## config.mk

```make
export PLATFORM = sky130hd
export DESIGN_NAME = reflet_vga_scanout_flat
export DESIGN_NICKNAME = d
export VERILOG_FILES = /design/src/rtl/reflet_vga_scanout_if.sv /design/src/rtl/reflet_vga_scanout.sv /design/src/flat_wrapper.sv
export SDC_FILE = /design/constraint.sdc
export NUM_CORES = 1
export LEC_CHECK = 0
export ABC_AREA = 0
export BUFFER_PORTS_ARGS = -buffer_cell sky130_fd_sc_hd__buf_2
export CAP_MARGIN = 20
export CORE_MARGIN = 10
export CORE_UTILIZATION = 55
export DETAILED_ROUTE_END_ITERATION = 12
export PLACE_DENSITY = 0.78
export SYNTH_ARGS = -nofsm -noshare
export SYNTH_HDL_FRONTEND = slang
export SYNTH_SLANG_ARGS = --single-unit
```

## constraint.sdc

```tcl
create_clock -name clk -period 4.7 [get_ports clk]
set_input_delay 0.235 -clock clk [delete_from_list [all_inputs] [get_ports clk]]
set_output_delay 0.235 -clock clk [all_outputs]
set_load 0.02 [all_outputs]
```

## src/rtl/reflet_vga_scanout_if.sv

```systemverilog
// Framebuffer read port and video output bundle for the VGA scanout engine.
// The master side is the scanout; the slave side is the RAM plus video sink.
interface reflet_vga_scanout_if #(
    parameter int addrSize = 16,
    parameter int depth    = 8
);
    logic [addrSize-1:0] addr_read;
    logic                ram_enable;
    logic [depth-1:0]    data_out;
    logic [depth-1:0]    pixel;
    logic                hsync;
    logic                vsync;
    logic                active;
    logic                frame_start;

    modport master (
        output addr_read, ram_enable, pixel, hsync, vsync, active, frame_start,
        input  data_out
    );

    modport slave (
        input  addr_read, ram_enable, pixel, hsync, vsync, active, frame_start,
        output data_out
    );
endinterface

```

## src/rtl/reflet_vga_scanout.sv

```systemverilog
// VGA timing generator with linear framebuffer addressing. Sync/active outputs are
// registered one clk behind the counters so they line up with the 1-clk RAM read.
module reflet_vga_scanout #(
    parameter int   addrSize = 16,
    parameter int   depth    = 8,
    parameter int   H_ACTIVE = 640,
    parameter int   H_FP     = 16,
    parameter int   H_SYNC   = 96,
    parameter int   H_BP     = 48,
    parameter int   V_ACTIVE = 480,
    parameter int   V_FP     = 10,
    parameter int   V_SYNC   = 2,
    parameter int   V_BP     = 33,
    parameter int   CLK_DIV  = 4,
    parameter logic SYNC_POL = 1'b0
) (
    input  logic clk,
    input  logic reset,
    input  logic enable,
    reflet_vga_scanout_if.master bus
);
    localparam int H_TOTAL = H_ACTIVE + H_FP + H_SYNC + H_BP;
    localparam int V_TOTAL = V_ACTIVE + V_FP + V_SYNC + V_BP;
    localparam int HW      = $clog2(H_TOTAL);
    localparam int VW      = $clog2(V_TOTAL);
    localparam int DW      = (CLK_DIV > 1) ? $clog2(CLK_DIV) : 1;

    logic [DW-1:0]       div_q, div_d;
    logic [HW-1:0]       h_q, h_d;
    logic [VW-1:0]       v_q, v_d;
    logic [addrSize-1:0] lin_addr_q, lin_addr_d;
    logic                active_q, hsync_q, vsync_q, frame_start_q;

    logic tick, h_end, v_end, vis, hs_raw, vs_raw;

    // With CLK_DIV=1 the divider is stuck at 0 and tick is permanently high.
    assign tick  = (div_q == DW'(CLK_DIV - 1));
    assign h_end = (h_q == HW'(H_TOTAL - 1));
    assign v_end = (v_q == VW'(V_TOTAL - 1));
    assign vis   = (h_q < HW'(H_ACTIVE)) && (v_q < VW'(V_ACTIVE));

    assign hs_raw = (h_q >= HW'(H_ACTIVE + H_FP)) &&
                    (h_q <= HW'(H_ACTIVE + H_FP + H_SYNC - 1));
    assign vs_raw = (v_q >= VW'(V_ACTIVE + V_FP)) &&
                    (v_q <= VW'(V_ACTIVE + V_FP + V_SYNC - 1));

    always_comb begin
        div_d      = div_q;
        h_d        = h_q;
        v_d        = v_q;
        lin_addr_d = lin_addr_q;
        if (enable) begin
            div_d = tick ? '0 : div_q + 1'b1;
            if (tick) begin
                if (h_end) begin
                    h_d = '0;
                    v_d = v_end ? '0 : v_q + 1'b1;
                end else begin
                    h_d = h_q + 1'b1;
                end
                // Frame wrap is never visible, so the two branches cannot collide.
                if (h_end && v_end) begin
                    lin_addr_d = '0;
                end else if (vis) begin
                    lin_addr_d = lin_addr_q + 1'b1;
                end
            end
        end
    end

    always_ff @(posedge clk or posedge reset) begin
        if (reset) begin
            div_q         <= '0;
            h_q           <= '0;
            v_q           <= '0;
            lin_addr_q    <= '0;
            active_q      <= 1'b0;
            hsync_q       <= ~SYNC_POL;
            vsync_q       <= ~SYNC_POL;
            frame_start_q <= 1'b0;
        end else begin
            div_q         <= div_d;
            h_q           <= h_d;
            v_q           <= v_d;
            lin_addr_q    <= lin_addr_d;
            active_q      <= vis && enable;
            hsync_q       <= hs_raw ? SYNC_POL : ~SYNC_POL;
            vsync_q       <= vs_raw ? SYNC_POL : ~SYNC_POL;
            frame_start_q <= (h_q == '0) && (v_q == '0) && (div_q == '0) && enable;
        end
    end

    assign bus.addr_read   = lin_addr_q;
    assign bus.ram_enable  = vis && enable;
    assign bus.pixel       = active_q ? bus.data_out : '0;
    assign bus.hsync       = hsync_q;
    assign bus.vsync       = vsync_q;
    assign bus.active      = active_q;
    assign bus.frame_start = frame_start_q;
endmodule

```

## src/flat_wrapper.sv

```systemverilog
// flat-port wrapper written by rule: the top's interface ports become plain ports
module reflet_vga_scanout_flat 
#(
    parameter int   addrSize = 16,
    parameter int   depth    = 8,
    parameter int   H_ACTIVE = 640,
    parameter int   H_FP     = 16,
    parameter int   H_SYNC   = 96,
    parameter int   H_BP     = 48,
    parameter int   V_ACTIVE = 480,
    parameter int   V_FP     = 10,
    parameter int   V_SYNC   = 2,
    parameter int   V_BP     = 33,
    parameter int   CLK_DIV  = 4,
    parameter logic SYNC_POL = 1'b0
)
  (clk, reset, enable, bus_addr_read, bus_ram_enable, bus_pixel, bus_hsync, bus_vsync, bus_active, bus_frame_start, bus_data_out);
  reflet_vga_scanout_if #(.addrSize(addrSize), .depth(depth)) bus_i ();
  input  logic clk;
  input  logic reset;
  input  logic enable;
  output wire logic [$bits(bus_i.addr_read)-1:0] bus_addr_read;
  output wire logic [$bits(bus_i.ram_enable)-1:0] bus_ram_enable;
  output wire logic [$bits(bus_i.pixel)-1:0] bus_pixel;
  output wire logic [$bits(bus_i.hsync)-1:0] bus_hsync;
  output wire logic [$bits(bus_i.vsync)-1:0] bus_vsync;
  output wire logic [$bits(bus_i.active)-1:0] bus_active;
  output wire logic [$bits(bus_i.frame_start)-1:0] bus_frame_start;
  input wire logic [$bits(bus_i.data_out)-1:0] bus_data_out;
  assign bus_addr_read = bus_i.addr_read;
  assign bus_ram_enable = bus_i.ram_enable;
  assign bus_pixel = bus_i.pixel;
  assign bus_hsync = bus_i.hsync;
  assign bus_vsync = bus_i.vsync;
  assign bus_active = bus_i.active;
  assign bus_frame_start = bus_i.frame_start;
  assign bus_i.data_out = bus_data_out;
  reflet_vga_scanout #(.addrSize(addrSize), .depth(depth), .H_ACTIVE(H_ACTIVE), .H_FP(H_FP), .H_SYNC(H_SYNC), .H_BP(H_BP), .V_ACTIVE(V_ACTIVE), .V_FP(V_FP), .V_SYNC(V_SYNC), .V_BP(V_BP), .CLK_DIV(CLK_DIV), .SYNC_POL(SYNC_POL)) u_core (.clk(clk), .reset(reset), .enable(enable), .bus(bus_i));
endmodule
```

Word-level counts from Yosys, hierarchy flattened --
Cells that the tools add are included.
Cells by class: add/sub/neg operators 4, muxes and demuxes 8, reductions and logical operators 15, order comparisons 6, eq/ne operators 3
Operators by type and width (number):
- 2-to-1 mux 16 bit | 2
- adder 10 x 1 -> 10 bit, second input constant | 2
- equality test 10 bit, second input constant | 2
- zero test 10 bit | 2
- 2-to-1 mux 10 bit | 2
- adder 16 x 1 -> 16 bit, second input constant | 1
- >= comparator 10 bit, second input constant | 1
- >= comparator 10 x 9 -> 1 bit, second input constant | 1
- less-or-equal comparator 10 bit, second input constant | 1
- less-or-equal comparator 10 x 9 -> 1 bit, second input constant | 1
- < comparator 10 bit, second input constant | 1
- < comparator 10 x 9 -> 1 bit, second input constant | 1
- logical AND 1 bit | 8
- 2-to-1 mux 8 bit | 1
- AND reduction 3 bit | 2
- adder 2 x 1 -> 2 bit, second input constant | 1
- equality test 2 bit, second input constant | 1
- zero test 2 bit | 1
- 2-to-1 mux 1 bit | 2
- 2-to-1 mux 2 bit | 1
- AND reduction 2 bit | 1
- nonzero test 2 bit | 1
Word-level totals: register bits after elaboration 42, logic and storage cells 44

Depth between registers and ports, before layout --
depth after elaboration 4, depth in mapped cells 7

Least setup slack after synthesis --
Ideal clock, no wire load.
path type register to register, start point reg u_core.h_q[5], end point reg u_core.v_q[3], library setup time 77 ps, path buffers 2, arrival 1873 ps, data required time 4623 ps, stages on the path, launching flop included 7, path slack 2750 ps, cell sequence dfrtp_1 > or2_1 > buf_2 > or4_4 > buf_6 > or3_1 > a21oi_1
Between the ends: longest elaborated chain between the ends 2
Ends and longest elaborated chain:
- start, declared | line reflet_vga_scanout.sv:29 | logic [HW-1:0] h_q, h_d;
- start signal, assigned | line reflet_vga_scanout.sv:74 | h_q <= '0;
- start signal, assigned | line reflet_vga_scanout.sv:83 | h_q <= h_d;
- equality test 10 bit | line reflet_vga_scanout.sv:38 | assign h_end = (h_q == HW'(H_TOTAL - 1));
- AND reduction 3 bit (no line)
- end signal, assigned | line reflet_vga_scanout.sv:84 | v_q <= v_d;
- end, declared | line reflet_vga_scanout.sv:30 | logic [VW-1:0] v_q, v_d;
No other way between the ends. A chain may end at the register's enable or synchronous reset.

Worst setup path in the final report --
start point reg u_core.h_q[8], end point reg u_core.lin_addr_q[6] (netlist: u_core.bus.addr_read[6])
Between the ends: longest elaborated chain between the ends 4, elaborated cells between the ends (all ways) 7, those cells by class order compare: 1; eq/ne: 1; mux: 1; reduce/logical: 4
Ends and longest elaborated chain:
- < comparator 10 bit or equality test 10 bit (tied branches) | line reflet_vga_scanout.sv:40, reflet_vga_scanout.sv:38
- logical AND 1 bit, on equally long branches | line reflet_vga_scanout.sv:40, reflet_vga_scanout.sv:62
- nonzero test 2 bit (no line)
- AND reduction 3 bit (no line)
- end signal, assigned | line reflet_vga_scanout.sv:85 | lin_addr_q <= lin_addr_d;
- end, declared | line reflet_vga_scanout.sv:31 | logic [addrSize-1:0] lin_addr_q, lin_addr_d;
Several ways; a longest one is shown, not always the timed one.

==> impl_metrics.tcl <==
set metrics [dict create \
    ys_seq_area_share_pct 45.4 \
    fillers 330 \
    setup-tns-final_ns 0 \
    area_delta_synth_final_pct 13.1 \
    multiInputGateArea_mm2 0.00119 \
    drc 0 \
    crit_path_max_fanout 14 \
    post-route-period-util_pct 46.4 \
    die_area_mm2 0.00722 \
    htree_levels 2 \
    wl_met1_um 2420 \
    grt.overflow.total 0 \
    ys.flop_type "dfrtp_1" \
    wl_per_cell_um 15.2 \
    firstDrtPassIters 4 \
    finalHoldViolations 0 \
    grt_max_degree 43 \
    fin_crit_ns 2.18 \
    slowest_delay_ns 0.65 \
    leakage_uw 0.00122 \
    layout_commonest_cell "dfrtp_1" \
    synth_cell_types 52 \
    antenna_found_initial 0 \
    cpMaxStageDelayCell "or4_1" \
    vias_per_cell 5.89 \
    boundaryPins 40 \
    cts-root-buf "clkbuf_8" \
    clock_sinks 42 \
    synth_area_per_cell_um2 9.36 \
    vdd_drop_max_uv 257 \
    syn_nets 267 \
    maxSlewHeadroom_pct 62.5 \
    worst_slew_pin_slew_ns 0.561 \
    critPathKind "reg2reg" \
    skew_ns 0.00296 \
    yosys_register_bits 42 \
    setup_viol 0 \
    grt_pass1_wl_um 8910 \
    max_freq_ghz 0.459 \
    highest_layer "met4" \
    total_power_uw 920 \
    port_buffers 39 \
    start_util_pct 57.2 \
    crit_family "simple AND/OR/NAND/NOR gates" \
    stdcell_count 337 \
    seq_area_mm2 0.00105 \
    wl_met2_um 2230 \
    ctsHoldBuffers 0 \
    end_kind "flop" \
    path_clk_slew_ns 0.08 \
    reg2regPathDepth 4 \
    nNetsFinal 306 \
    drive_gt1_share_pct 18.8 \
    first_global_vias 1877 \
    placed_cells 330 \
    cts_resized 0 \
    place_congestion 0.784 \
    async_flop_share_pct 100 \
    slew_viol_final 0 \
    clkLatencyLatePin_ns 0.29 \
    netlist_instances 248 \
    core_area_mm2 0.00406 \
    power_density_mw_per_mm2 350 \
    start_kind "flop" \
    layout_common_cells "dfrtp_1, buf_2, nand2_1" \
    fin_ws_ns 2.52 \
    num_antenna_cells 0 \
    fp.dieW_um 85.0 \
    routed_wl_um 5120 \
    path_buf_inv 0 \
    cts_buffers 5 \
    worstPathCellList "o21ai_0, nand3_1, or4_1, a21oi_1" \
    drv_cap 0 \
    worstPathArrival_ns 2.40 \
    cp.required_ns 4.92 \
    ys_warn_count 0 \
    met3_wirelength_um 424 \
    place_ws_ns 2.54 \
    holdCritPathClass "in2async" \
    die_h_um 85.0 \
    dr_total_vias 1984 \
    track_usage_pct 14.6 \
    outcome "finished clean" \
    dp.final_hpwl_um 3760 \
    postLayoutCoreUtil_pct 64.8 \
    num_rows 23 \
    synth_edf_count 0 \
    cts_tree "yes" \
    drt_iter0_markers 180 \
    grt_setup_unrepaired "false" \
    synth_area_mm2 0.00232 \
    clk_path_buf_depth 2 \
    path_depth 4 \
    final_antenna_net_count 0 \
    cts_setup_buffers 0 \
]
## worst paths after layout
kind                                            end  slack [ns]           from
min in group clk                    u_core.div_q[1]        0.21         enable
min                        u_core.bus.addr_read[15]        0.06          reset
min reg2reg                           u_core.h_q[6]        0.52  u_core.h_q[6]
max in group asynchronous          u_core.bus.hsync        4.26          reset
max                         u_core.bus.addr_read[6]        2.52  u_core.h_q[8]
max reg2reg                 u_core.bus.addr_read[6]        2.52  u_core.h_q[8]
## area by class of cell
type | instances | share of cell area, %
flip-flops and latches | 42 | 40.1
multi-input cells | 188 | 45.3
clock buffers | 7 | 2.90
inverters | 9 | 1.29
well taps | 50 | 2.38
repair buffers | 41 | 8.00
## tightest hold or removal path, stage by stage
cell and delay [ns]:
buf_2 0.09, inv_1 0.04, buf_4 0.43
## sequential cells by signal, summed over array words and instances (netlist names)
name and cells:
u_core.bus.frame_start 1, u_core.bus.active 1, u_core.h_q 10, u_core.div_q 2
u_core.bus.hsync 1, u_core.bus.vsync 1, u_core.bus.addr_read 16, u_core.v_q 10
## synthesized netlist by cell type, drive strengths merged (2+ instances only)
cell    instances  area share [%]
dfrtp          40              43
nand2          22             3.6
o21ai          18             4.0
nand3          17             3.7
nor2           16             2.6
and2           11             3.0
a21oi           9             1.9
inv             9             1.5
nand4           9             2.4
ha              8             4.3
nor3            8             1.7
a31oi           7             1.9
and3            6             1.6
xnor2           6             2.3
xor2            6             2.3
clkbuf          5            0.81
and4            4             1.5
buf             4             1.1
or3             4             1.1
or4             4             1.5
a211o           3             1.1
nor4            3             1.1
a221o           2            0.86
a41oi           2            0.75
dfstp           2             2.3
mux2i           2            0.86
nor3b           2            0.65
nor4b           2             1.0
o21a            2            0.65
or2             2            0.54
## where the power goes
group | switching [µW] | internal [µW]
Clock | 118 | 102
Combinational | 144 | 90.3
Sequential | 59.2 | 407
Total | 321 | 599
## per-layer routing
layer / global-route usage [%] / vias to the layer above
met4: 4.79 / 0
met2: 21.3 / 63
met1: 19.0 / 931
met5: 0 / -
li1: - / 986
met3: 6.12 / 4
## metrics by stage
step / hold WS, ns / cell area, µm²
finish: 0.0566 / 2630
floorplan: 0.331 / 2320
global placement: 0.396 / 2550
global route: 0.114 / 2630
CTS: 0.0812 / 2630
detailed placement: 0.399 / 2550
## cells by family after synthesis
kind of cell / Yosys count / share of synthesized area [%]
AOI/OAI and AO/OA: 51 / 14.0
xor gates and xnor gates: 12 / 4.53
adders and majority gates: 8 / 4.31
buffers and inverters: 18 / 3.34
DFF: 42 / 45.4
muxes: 2 / 0.862
and+or+nand+nor: 115 / 27.6
(Power assumes the default switching activity.)
